File: src/rtl/aes_pkg.sv
// Shared AES types and GF(2^8) helpers for the decrypt datapath.
package aes_pkg;

  typedef enum logic [1:0] {IDLE, BUSY, DONE} state_t;
  typedef logic [31:0]  col_t;
  typedef logic [127:0] aes_state_t;

  localparam int NUM_COLS = 4;

  // Multiply by x in GF(2^8) modulo x^8+x^4+x^3+x+1.
  function automatic logic [7:0] gf_x2(input logic [7:0] a);
    return {a[6:0], 1'b0} ^ (a[7] ? 8'h1b : 8'h00);
  endfunction

endpackage

File: src/rtl/inv_mix_columns_seq_if.sv
// Input/output handshake bundle for the InvMixColumns sequencer.
interface inv_mix_columns_seq_if;
  import aes_pkg::*;

  logic       in_valid;
  logic       in_ready;
  logic       in_bypass;
  aes_state_t in_data;
  logic       out_valid;
  logic       out_ready;
  aes_state_t out_data;

  modport master (
    output in_valid, in_data, in_bypass, out_ready,
    input  in_ready, out_valid, out_data
  );

  modport slave (
    input  in_valid, in_data, in_bypass, out_ready,
    output in_ready, out_valid, out_data
  );
endinterface

File: src/rtl/aes_gf_mul.sv
// Constant GF(2^8) multipliers used by InvMixColumns (x9, x11, x13, x14).
module mul9
  import aes_pkg::*;
(
  input  logic [7:0] a,
  output logic [7:0] y
);
  logic [7:0] x2, x4, x8;
  assign x2 = gf_x2(a);
  assign x4 = gf_x2(x2);
  assign x8 = gf_x2(x4);
  assign y  = x8 ^ a;
endmodule

module mul11
  import aes_pkg::*;
(
  input  logic [7:0] a,
  output logic [7:0] y
);
  logic [7:0] x2, x4, x8;
  assign x2 = gf_x2(a);
  assign x4 = gf_x2(x2);
  assign x8 = gf_x2(x4);
  assign y  = x8 ^ x2 ^ a;
endmodule

module mul13
  import aes_pkg::*;
(
  input  logic [7:0] a,
  output logic [7:0] y
);
  logic [7:0] x2, x4, x8;
  assign x2 = gf_x2(a);
  assign x4 = gf_x2(x2);
  assign x8 = gf_x2(x4);
  assign y  = x8 ^ x4 ^ a;
endmodule

module mul14
  import aes_pkg::*;
(
  input  logic [7:0] a,
  output logic [7:0] y
);
  logic [7:0] x2, x4, x8;
  assign x2 = gf_x2(a);
  assign x4 = gf_x2(x2);
  assign x8 = gf_x2(x4);
  assign y  = x8 ^ x4 ^ x2;
endmodule

File: src/rtl/inv_mix_column.sv
// Single-column InvMixColumns: b_r = 14a_r ^ 11a_{r+1} ^ 13a_{r+2} ^ 9a_{r+3}.
module inv_mix_column
  import aes_pkg::*;
(
  input  col_t col_in,
  output col_t col_out
);
  logic [3:0][7:0] a, m9, m11, m13, m14, b;

  // Row 0 is the most significant byte of the column word.
  for (genvar r = 0; r < 4; r++) begin : g_row
    assign a[r] = col_in[31-8*r -: 8];
    mul9  u_m9  (.a(a[r]), .y(m9[r]));
    mul11 u_m11 (.a(a[r]), .y(m11[r]));
    mul13 u_m13 (.a(a[r]), .y(m13[r]));
    mul14 u_m14 (.a(a[r]), .y(m14[r]));
    assign b[r] = m14[r] ^ m11[(r+1)%4] ^ m13[(r+2)%4] ^ m9[(r+3)%4];
    assign col_out[31-8*r -: 8] = b[r];
  end
endmodule

File: src/rtl/inv_mix_columns_seq.sv
// InvMixColumns sequencer: registers a state, runs COLS_PER_CYCLE column
// datapaths over NUM_PASSES cycles, and holds the result until taken.
module inv_mix_columns_seq
  import aes_pkg::*;
#(
  parameter int COLS_PER_CYCLE = 1
) (
  input  logic                   clk,
  input  logic                   n_rst,
  input  logic                   clear,
  inv_mix_columns_seq_if.slave   bus,
  output logic                   busy
);
  localparam int NUM_PASSES = NUM_COLS / COLS_PER_CYCLE;
  localparam int CW         = (NUM_PASSES > 1) ? $clog2(NUM_PASSES) : 1;

  if (COLS_PER_CYCLE != 1 && COLS_PER_CYCLE != 2 && COLS_PER_CYCLE != 4) begin : g_bad_cfg
    $error("COLS_PER_CYCLE must be 1, 2 or 4");
  end

  state_t                           state, state_n;
  logic [CW-1:0]                    col_cnt;
  aes_state_t                       src_reg, res_reg, res_n, out_q;
  logic                             byp_reg;
  logic                             accept, last_pass;
  int                               col_base;
  logic [COLS_PER_CYCLE-1:0][31:0]  lane_in, lane_out;

  assign bus.in_ready  = (state == IDLE) | ((state == DONE) & bus.out_ready);
  assign bus.out_valid = (state == DONE);
  assign bus.out_data  = out_q;
  assign busy          = (state == BUSY);

  assign accept    = bus.in_valid & bus.in_ready;
  assign last_pass = (col_cnt == CW'(NUM_PASSES - 1));
  assign col_base  = int'(col_cnt) * COLS_PER_CYCLE;

  for (genvar k = 0; k < COLS_PER_CYCLE; k++) begin : g_lane
    inv_mix_column u_col (.col_in(lane_in[k]), .col_out(lane_out[k]));
  end

  // Route this pass's source columns to the lanes.
  always_comb begin
    lane_in = '0;
    for (int k = 0; k < COLS_PER_CYCLE; k++)
      lane_in[k] = src_reg[127 - 32*(col_base + k) -: 32];
  end

  // Merge the lane results into the running result state.
  always_comb begin
    res_n = res_reg;
    for (int k = 0; k < COLS_PER_CYCLE; k++)
      res_n[127 - 32*(col_base + k) -: 32] = lane_out[k];
  end

  // Next-state logic; DONE with out_ready may accept the next block directly.
  always_comb begin
    state_n = state;
    case (state)
      IDLE: if (accept) state_n = bus.in_bypass ? DONE : BUSY;
      BUSY: if (last_pass) state_n = DONE;
      DONE: if (bus.out_ready) state_n = accept ? (bus.in_bypass ? DONE : BUSY) : IDLE;
      default: state_n = IDLE;
    endcase
  end

  // State register; clear wins over everything at the edge.
  always_ff @(posedge clk or negedge n_rst) begin
    if (!n_rst)     state <= IDLE;
    else if (clear) state <= IDLE;
    else            state <= state_n;
  end

  // Datapath registers: capture on accept, accumulate columns in BUSY.
  always_ff @(posedge clk or negedge n_rst) begin
    if (!n_rst) begin
      col_cnt <= '0;
      src_reg <= '0;
      byp_reg <= 1'b0;
      res_reg <= '0;
      out_q   <= '0;
    end else if (clear) begin
      col_cnt <= '0;
      src_reg <= '0;
      byp_reg <= 1'b0;
      res_reg <= '0;
      out_q   <= '0;
    end else if (accept) begin
      src_reg <= bus.in_data;
      byp_reg <= bus.in_bypass;
      col_cnt <= '0;
      if (bus.in_bypass) out_q <= bus.in_data;
    end else if (state == BUSY && !byp_reg) begin
      res_reg <= res_n;
      col_cnt <= last_pass ? '0 : col_cnt + CW'(1);
      if (last_pass) out_q <= res_n;
    end
  end
endmodule

File: src/flat_wrapper.sv
// flat-port wrapper written by rule: the top's interface ports become plain ports
module inv_mix_columns_seq_flat import aes_pkg::*;
#(
  parameter int COLS_PER_CYCLE = 1
)
  (clk, n_rst, clear, busy, bus_in_valid, bus_in_data, bus_in_bypass, bus_out_ready, bus_in_ready, bus_out_valid, bus_out_data);
  inv_mix_columns_seq_if bus_i ();
  input  logic clk;
  input  logic n_rst;
  input  logic clear;
  output logic busy;
  input wire logic [$bits(bus_i.in_valid)-1:0] bus_in_valid;
  input wire logic [$bits(bus_i.in_data)-1:0] bus_in_data;
  input wire logic [$bits(bus_i.in_bypass)-1:0] bus_in_bypass;
  input wire logic [$bits(bus_i.out_ready)-1:0] bus_out_ready;
  output wire logic [$bits(bus_i.in_ready)-1:0] bus_in_ready;
  output wire logic [$bits(bus_i.out_valid)-1:0] bus_out_valid;
  output wire logic [$bits(bus_i.out_data)-1:0] bus_out_data;
  assign bus_i.in_valid = bus_in_valid;
  assign bus_i.in_data = bus_in_data;
  assign bus_i.in_bypass = bus_in_bypass;
  assign bus_i.out_ready = bus_out_ready;
  assign bus_in_ready = bus_i.in_ready;
  assign bus_out_valid = bus_i.out_valid;
  assign bus_out_data = bus_i.out_data;
  inv_mix_columns_seq #(.COLS_PER_CYCLE(COLS_PER_CYCLE)) u_core (.clk(clk), .n_rst(n_rst), .clear(clear), .bus(bus_i), .busy(busy));
endmodule
File: config.mk
export PLATFORM = sky130hd
export DESIGN_NAME = inv_mix_columns_seq_flat
export DESIGN_NICKNAME = d
export VERILOG_FILES = /design/src/rtl/aes_pkg.sv /design/src/rtl/inv_mix_columns_seq_if.sv /design/src/rtl/aes_gf_mul.sv /design/src/rtl/inv_mix_column.sv /design/src/rtl/inv_mix_columns_seq.sv /design/src/flat_wrapper.sv
export SDC_FILE = /design/constraint.sdc
export NUM_CORES = 1
export LEC_CHECK = 0
export BUFFER_PORTS_ARGS = -buffer_cell sky130_fd_sc_hd__clkbuf_2
export CAP_MARGIN = 20
export CORE_MARGIN = 3
export CORE_UTILIZATION = 45
export CTS_CLUSTER_SIZE = 24
export DETAILED_ROUTE_END_ITERATION = 8
export SLEW_MARGIN = 5
export SYNTH_ARGS = -nofsm -noshare
export SYNTH_HDL_FRONTEND = slang
export SYNTH_SLANG_ARGS = --single-unit
File: constraint.sdc
create_clock -name clk -period 4.7 [get_ports clk]
set_input_delay 0.705 -clock clk [delete_from_list [all_inputs] [get_ports clk]]
set_output_delay 0.705 -clock clk [all_outputs]
set_load 0.01 [all_outputs]
==> results.cfg, run 1 <==
[outcome]
outcome = finished clean

[sta]
period_share_pct = 91.33
layout_setup_ws_ns = 0.4076
fin_skew_ns = 0.03134
finalHoldViolCount = 0
setup_viol = 0
period_minus_slack_ns = 4.292
rsz0062_at_grt = no
max_freq_ghz = 0.2330
finalSetupTns_ns = 0
worst_pin_slew_ns = 1.117
finalMaxSlewViolations = 0
relSlewSlack_pct = 25.37

[global_route]
gr-total-overflow = 0
grt_max_degree = 122
grt_pass1_wl_um = 122000
grt_pass1_vias = 17140
track_usage_pct = 35.99
antenna_found_initial = 12

[route]
met2_length_um = 36540
drt_iter0_markers = 2369
drtAntennaViolNets = 0
num_vias = 17570
met3_length_um = 10440
drc = 0
wl_met1_um = 34210
wl_per_cell_um = 29.99
routed_via_density = 6.268
drt-pass1-iter-count = 5
totalWireLength_um = 84050
maxUsedRoutingLayer = met5

[yosys]
ys_seq_area_share_pct = 48.47
ys_types = 61
synth-edff-count = 0
synth.avg_cell_area_sq_um = 9.942
netlist_instances = 1963
yosysMostFrequentCell = nand2_1
syn_nets = 2101
synth.cell_area_sq_um = 19520
yosysTopAreaCell = dfrtp_1
synth_top_area_share_pct = 48.47
synth-seq-cells = 378
postSynth.asyncResetShare_pct = 100.0
synthFlopType = dfrtp_1
synth_area_leaders = dfrtp_1, nand2_1, a21oi_1, xnor3_1, o21ai_0
yosys-top-cells-count = nand2_1, dfrtp_1, a21oi_1
yosys_warnings = 0

[placed_design]
place_ws_ns = 0.4855
dp_hpwl_um = 59190
place_congestion = 0.9584
dpl.cell_count = 2723
port_buffers = 264
dpl_cell_area_sq_um = 21620

[layout]
fin_nets = 2328
final_cells = 2803
drive_gt1_share_pct = 21.28
fillerInstances = 3899
design_area_sq_um = 22980
syn_to_final_growth_pct = 17.73
regArea_sq_um = 9460
multi_input_area_sq_um = 9354

[clock_tree]
clock_sinks = 378
cts_root_buf = clkbuf_16
cts_tree = done
clockBufferDepth = 3
ctsHoldBuffers = 0
numCtsBuffers = 42
h-tree-depth = 2
cts_resized = 0
clock_latency_ns = 0.59
postCtsSetupBuffers = 0
clk_transition_reported_paths_ns = 0.06

[power_and_ir_drop]
clock_power_share_pct = 29.1
p_int_w = 0.006890
seqPwrFrac_pct = 32.5
power_w = 0.01130
p_leak_nw = 10.48
swShare_pct = 39.03
p_comb_share_pct = 38.4
power_density_nw_per_um2 = 491.9
vdd_ir_drop_max_v = 0.0003013
switching_power_w = 0.004411

[die]
io_pins = 265
dieArea_sq_um = 45910
num_rows = 75
die_h_um = 214.3
die_w_um = 214.3
start_util_pct = 46.01
coreArea_sq_um = 42420

[setup_path]
reg2reg_from = u_core.col_cnt[0]$_DFFE_PN0P_
required_ns = 5.17
crit_start = u_core.col_cnt[0]$_DFFE_PN0P_
crit_fanout = 21
worstSetupPathType = register to register
cp_data_arrival_time_ns = 4.76
critPathLaunchType = register
cp-end-kind = register

[run]
maxCapViolCount = 0

[min_path]
holdCritPathClass = input port to async pin
-- layout by cell type, fill, tap and decap left out, types with 13 or more instances in the layout --
master / n
clkbuf_1: 13
a21oi_1: 201
o21a_1: 20
a2bb2oi_1: 15
dfrtp_1: 377
inv_1: 13
o21ai_0: 155
nor2_1: 100
nand2_1: 429
xor2_1: 31
o21ai_1: 20
clkbuf_16: 42
mux4_2: 26
xnor3_1: 40
a221oi_1: 31
o22ai_1: 26
a22o_1: 22
o221ai_1: 15
buf_4: 75
a22oi_1: 25
xnor2_1: 81
clkbuf_2: 262
o2bb2ai_1: 18
xnor2_2: 14
-- final timing paths --
path | end | slack [ns] | depth (start not counted)
min in group clk | u_core.src_reg[11]$_DFFE_PN0P_ | 0.37 | 3
max in group asynchronous | u_core.src_reg[70]$_DFFE_PN0P_ | 3.31 | 2
min | u_core.bus.out_data[87]$_DFFE_PN0P_ | 0.22 | 1
min reg2reg | u_core.bus.out_data[107]$_DFFE_PN0P_ | 0.47 | 2
max | u_core.bus.out_data[49]$_DFFE_PN0P_ | 0.41 | 8
max reg2reg | u_core.bus.out_data[49]$_DFFE_PN0P_ | 0.41 | 8
-- worst max-delay path: stages (launching register included) --
cell	delay, ns
dfrtp_2	0.84
buf_4	0.30
mux4_2	0.67
xnor2_2	0.44
xnor3_1	0.54
xnor2_1	0.83
a2bb2oi_1	0.26
o21ai_0	0.09
a22o_1	0.21
-- cell type report --
| type | instances | share of cell area, % |
|---|---|---|
| repair buffers | 345 | 8.794 |
| flip-flops and latches | 378 | 41.17 |
| multi-input cells | 1407 | 40.71 |
| well taps | 577 | 3.142 |
| clock buffers | 64 | 5.326 |
| diodes | 8 | 0.08713 |
| inverters | 16 | 0.2614 |
| clock inverters | 8 | 0.5064 |
-- through the flow --
stage / utilization (%) / hold WS (ns)
floorplan: - / 0.4094
global placement: 50.96 / 0.4524
detailed placement: 50.96 / 0.4645
CTS: 54.12 / 0.2598
global route: 54.12 / 0.2786
finish: 54.17 / 0.2232
-- layer usage --
layer	track usage, %	up-vias
li1	-	7365
met4	11.93	8
met5	0	-
met3	11.58	178
met1	51.16	8868
met2	52.39	1149
-- power by group through the flow --
stage / clock (W) / sequential (W) / combinational [W]
after floorplan: 0 / 0.00371 / 0.00218
after global placement: 0 / 0.00372 / 0.00420
after detailed placement: 0 / 0.00373 / 0.00419
after CTS: 0.00332 / 0.00367 / 0.00422
after global routing: 0.00345 / 0.00369 / 0.00450
final: 0.00329 / 0.00368 / 0.00434
-- logic make-up after synthesis --
kind of cell	count (synthesis)	share of synthesized area [%]
and+or+nand+nor	574	11.44
adders and majority gates	4	0.2565
AOI/OAI and AO/OA	618	19.78
buffers and inverters	178	3.904
DFF	378	48.47
muxes	32	3.808
xor gates and xnor gates	179	12.33
No activity file was read; power rests on OpenSTA's default activity.
==> run 2: changes to the inputs <==
==> constraint.sdc (replaced) <==
create_clock -name clk -period 4.8 [get_ports clk]
set_input_delay 0.72 -clock clk [delete_from_list [all_inputs] [get_ports clk]]
set_output_delay 0.72 -clock clk [all_outputs]
set_load 0.01 [all_outputs]
==> results.cfg, run 2 (synthesis gave the netlist of run 1 again) <==
[global_route]
antenna_found_initial = 5
grt_pass1_wl_um = 121400
gr-total-overflow = 0
grt_pass1_vias = 17010
track_usage_pct = 35.85
grt_max_degree = 122

[setup_path]
required_ns = 5.28
crit_buf_inv = 0
crit_fanout = 24
cp_top_family = XOR/XNOR gates
cp_data_arrival_time_ns = 4.85
max_stage_delay_ns = 0.95
crit_chain = mux4_1, xnor2_2, xor2_1, xor3_1, o31ai_1, o211ai_1, o22ai_1
worstRegToRegCells = 7
cpMaxStageDelayCell = mux4_1
cp-end-kind = register
rrSetupSlack_ns = 0.43
reg2reg_from = u_core.col_cnt[0]$_DFFE_PN0P_
critPathLaunchType = register
worstSetupPathType = register to register
rr_endpoint = u_core.res_reg[118]$_DFFE_PN0P_
cp.depth = 7

[clock_tree]
clockBufferDepth = 3
clock_sinks = 378
clk_transition_reported_paths_ns = 0.06
cts_tree = done
h-tree-depth = 2
clock_latency_ns = 0.60
ctsHoldBuffers = 0
numCtsBuffers = 43
postCtsSetupBuffers = 0
cts_resized = 0
cts_root_buf = clkbuf_16

[outcome]
outcome = finished clean

[sta]
rsz0062_at_grt = no
finalMaxSlewViolations = 0
period_share_pct = 91.00
period_minus_slack_ns = 4.368
finalHoldViolCount = 0
worst_pin_slew_ns = 1.043
setup_viol = 0
max_freq_ghz = 0.2289
finalSetupTns_ns = 0
fin_skew_ns = 0.03710
relSlewSlack_pct = 30.30

[route]
routed_via_density = 6.248
num_vias = 17590
drc = 0
drtAntennaViolNets = 0
totalWireLength_um = 84010
drt_iter0_markers = 2725
wl_per_cell_um = 29.84
drt-pass1-iter-count = 5

[placed_design]
dpl.cell_count = 2734
port_buffers = 264
dp_hpwl_um = 60000
place_congestion = 0.9427

[die]
start_util_pct = 46.01
die_h_um = 214.3
io_pins = 265
die_w_um = 214.3
dieArea_sq_um = 45910
num_rows = 75
coreArea_sq_um = 42420

[run]
maxCapViolCount = 0

[layout]
fillerInstances = 3873
layout_commonest_cell = nand2_1
final_cell_mix = nand2_1, dfrtp_1, clkbuf_2
drive_gt1_share_pct = 22.03
final_cells = 2815
regArea_sq_um = 9460
fin_nets = 2340
multi_input_area_sq_um = 9361
syn_to_final_growth_pct = 18.62

[power_and_ir_drop]
vdd_ir_drop_max_v = 0.0003331
p_leak_nw = 10.58
power_density_nw_per_um2 = 486.9

[min_path]
holdCritPathClass = input port to async pin
-- run 2: cell count changes in the layout (fill, tap and decap cells not counted), moves of 2 or more --
cell and change:
buf_4 +11, clkinv_2 +5, clkbuf_1 -4, bufinv_16 +3, clkbuf_8 -3, diode_2 -3
clkbuf_16 +2, clkinvlp_4 +2
-- run 2: per-layer routing --
layer | global-route usage, % | share of wire, % | vias to the layer above
met5 | 0 | 0.049 | -
met4 | 12.22 | 3.7 | 6
met3 | 10.16 | 12 | 179
met2 | 52.43 | 43 | 1181
met1 | 51.49 | 41 | 8836
li1 | - | - | 7385
-- run 2: final cells by class --
class / instances / area share [%]
diodes: 5 / 0.05405
clock buffers: 59 / 5.259
clock inverters: 17 / 0.9188
inverters: 16 / 0.2594
multi-input cells: 1407 / 40.44
flip-flops and latches: 378 / 40.87
well taps: 577 / 3.119
repair buffers: 356 / 9.086
-- run 2: per-stage QoR --
stage,setup slack (ns),total power [W],hold WS (ns),utilization (%),instance area (sq um)
finish,0.4322,0.01127,0.2264,54.58,23150
global route,0.2339,0.01154,0.2899,54.55,23140
floorplan,1.360,0.005776,0.4244,-,19520
global placement,0.3995,0.007748,0.4552,51.18,21710
CTS,0.4396,0.01114,0.2669,54.55,23140
detailed placement,0.4423,0.007745,0.4663,51.18,21710
-- run 2: how the worst max path moves through the flow --
stage,slack (ns),endpoint,startpoint
after floorplan,1.36,u_core.bus.out_data[4]$_DFFE_PN0P_,u_core.col_cnt[0]$_DFFE_PN0P_
after global placement,0.40,u_core.bus.out_data[81]$_DFFE_PN0P_,u_core.col_cnt[0]$_DFFE_PN0P_
after detailed placement,0.44,u_core.bus.out_data[81]$_DFFE_PN0P_,u_core.col_cnt[0]$_DFFE_PN0P_
after CTS,0.44,u_core.res_reg[118]$_DFFE_PN0P_,u_core.col_cnt[0]$_DFFE_PN0P_
after global routing,0.23,u_core.bus.out_data[81]$_DFFE_PN0P_,u_core.col_cnt[0]$_DFFE_PN0P_
final,0.43,u_core.res_reg[118]$_DFFE_PN0P_,u_core.col_cnt[0]$_DFFE_PN0P_
-- run 2: power breakdown --
| part | internal, W | switching (W) | leakage, nW |
|---|---|---|---|
| registers | 0.00342 | 0.000179 | 5.08 |
| clock network | 0.00200 | 0.00142 | 0.700 |
| logic | 0.00152 | 0.00275 | 4.80 |
| total | 0.00693 | 0.00434 | 10.6 |
-- run 2: worst reg2reg max path, stage by stage (launching register included) --
cell,delay [ns]
dfrtp_2,0.90
mux4_1,0.97
xnor2_2,0.56
xor2_1,0.42
xor3_1,0.80
o31ai_1,0.32
o211ai_1,0.15
o22ai_1,0.17
==> run 3: changes to the inputs <==
--- a/config.mk
+++ b/config.mk
@@ -8,7 +8,7 @@
 export BUFFER_PORTS_ARGS = -buffer_cell sky130_fd_sc_hd__clkbuf_2
 export CAP_MARGIN = 20
 export CORE_MARGIN = 3
-export CORE_UTILIZATION = 45
+export CORE_UTILIZATION = 25
 export CTS_CLUSTER_SIZE = 24
 export DETAILED_ROUTE_END_ITERATION = 8
 export SLEW_MARGIN = 5
==> results.cfg, run 3 (synthesis gave the netlist of run 1 again) <==
[sta]
period_share_pct = 86.15
finalHoldViolCount = 0
finalMaxSlewViolations = 0
hold_ws_ns = 0.2061
fin_skew_ns = 0.02255
layout_setup_ws_ns = 0.6646
max_freq_ghz = 0.2418
period_minus_slack_ns = 4.135
setup_viol = 0
relSlewSlack_pct = 34.51
worst_pin_slew_ns = 0.9824
finalSetupTns_ns = 0
rsz0062_at_grt = no

[clock_tree]
cts_root_buf = clkbuf_16
ctsHoldBuffers = 0
clk_transition_reported_paths_ns = 0.07
h-tree-depth = 2
postCtsSetupBuffers = 0
clock_sinks = 378
clock_latency_ns = 0.56
cts_tree = done
clockBufferDepth = 3
numCtsBuffers = 41
cts_resized = 0

[global_route]
track_usage_pct = 20.93
grt_max_degree = 156
antenna_found_initial = 12
grt_pass1_wl_um = 125200
grt_pass1_vias = 16850
gr-total-overflow = 0

[placed_design]
dp_hpwl_um = 63850
dpl.cell_count = 3172
place_congestion = 0.9686
place_ws_ns = 0.7467
port_buffers = 264

[setup_path]
required_ns = 5.26
rr_endpoint = u_core.bus.out_data[30]$_DFFE_PN0P_
cp_data_arrival_time_ns = 4.59
rrSetupSlack_ns = 0.66
cp-end-kind = register
critPathLaunchType = register
worstSetupPathType = register to register
reg2reg_from = u_core.col_cnt[0]$_DFFE_PN0P_
crit_fanout = 18
worstRegToRegCells = 8

[layout]
drive_gt1_share_pct = 21.39
final_cell_mix = nand2_1, dfrtp_1, clkbuf_2
final_cells = 3250
fin_nets = 2323
syn_to_final_growth_pct = 20.78
layout_commonest_cell = nand2_1

[route]
drtAntennaViolNets = 0
drt-pass1-iter-count = 6
wl_per_cell_um = 26.95
drc = 0
drt_iter0_markers = 2239
routed_via_density = 5.286
num_vias = 17180
totalWireLength_um = 87590

[die]
start_util_pct = 25.48
die_h_um = 285.4
die_w_um = 285.4
num_rows = 101
dieArea_sq_um = 81450
io_pins = 265
coreArea_sq_um = 76580

[power_and_ir_drop]
power_w = 0.01088
p_leak_nw = 10.50
vdd_ir_drop_max_v = 0.0002773
power_density_nw_per_um2 = 461.5

[run]
maxCapViolCount = 0

[outcome]
outcome = finished clean

[min_path]
holdCritPathClass = input port to async pin
==> run 3: layout make-up <==
type,instances,area [sq um]
diodes,4,10.01
clock buffers,62,1247
clock inverters,12,123.9
fillers,8056,53010
inverters,16,60.06
multi-input cells,1407,9354
flip-flops and latches,378,9460
well taps,1030,1289
repair buffers,341,2028
==> run 3: worst max-delay path, stage by stage (launching register included) <==
cell and delay [ns]:
dfrtp_2 0.77, buf_4 0.39, mux4_2 0.71, xor2_1 0.22, xnor2_1 0.48, xnor3_1 0.51
xnor2_1 0.61, inv_2 0.13, o22ai_1 0.20
==> run 3: metrics by stage <==
step	utilization, %	area, sq um
floorplan	-	19520
global placement	28.98	22190
detailed placement	28.98	22190
CTS	30.77	23560
global route	30.77	23570
finish	30.78	23570
==> run 3: worst max-delay path by stage <==
stage,startpoint,endpoint,cells past startpoint
finish,u_core.col_cnt[0]$_DFFE_PN0P_,u_core.bus.out_data[30]$_DFFE_PN0P_,8
global route,u_core.col_cnt[0]$_DFFE_PN0P_,u_core.bus.out_data[51]$_DFFE_PN0P_,8
CTS,u_core.col_cnt[0]$_DFFE_PN0P_,u_core.bus.out_data[113]$_DFFE_PN0P_,9
detailed placement,u_core.col_cnt[0]$_DFFE_PN0P_,u_core.bus.out_data[113]$_DFFE_PN0P_,9
global placement,u_core.col_cnt[0]$_DFFE_PN0P_,u_core.bus.out_data[17]$_DFFE_PN0P_,9
floorplan,u_core.col_cnt[0]$_DFFE_PN0P_,u_core.bus.out_data[4]$_DFFE_PN0P_,12
==> run 3: power by group <==
group	internal (W)	switching [W]	total, W	leakage, nW
logic	0.00142	0.00257	0.00399	4.74
registers	0.00342	0.000183	0.00360	5.08
clock network	0.00191	0.00138	0.00329	0.678
total	0.00675	0.00413	0.0109	10.5
==> run 3: per-layer routing <==
metal	track usage, %	up-vias	share of wire [%]
li1	-	7343	-
met1	27.79	8696	40
met2	31.74	934	44
met3	5.308	196	10
met4	10.20	10	5.5
met5	0	-	0.079
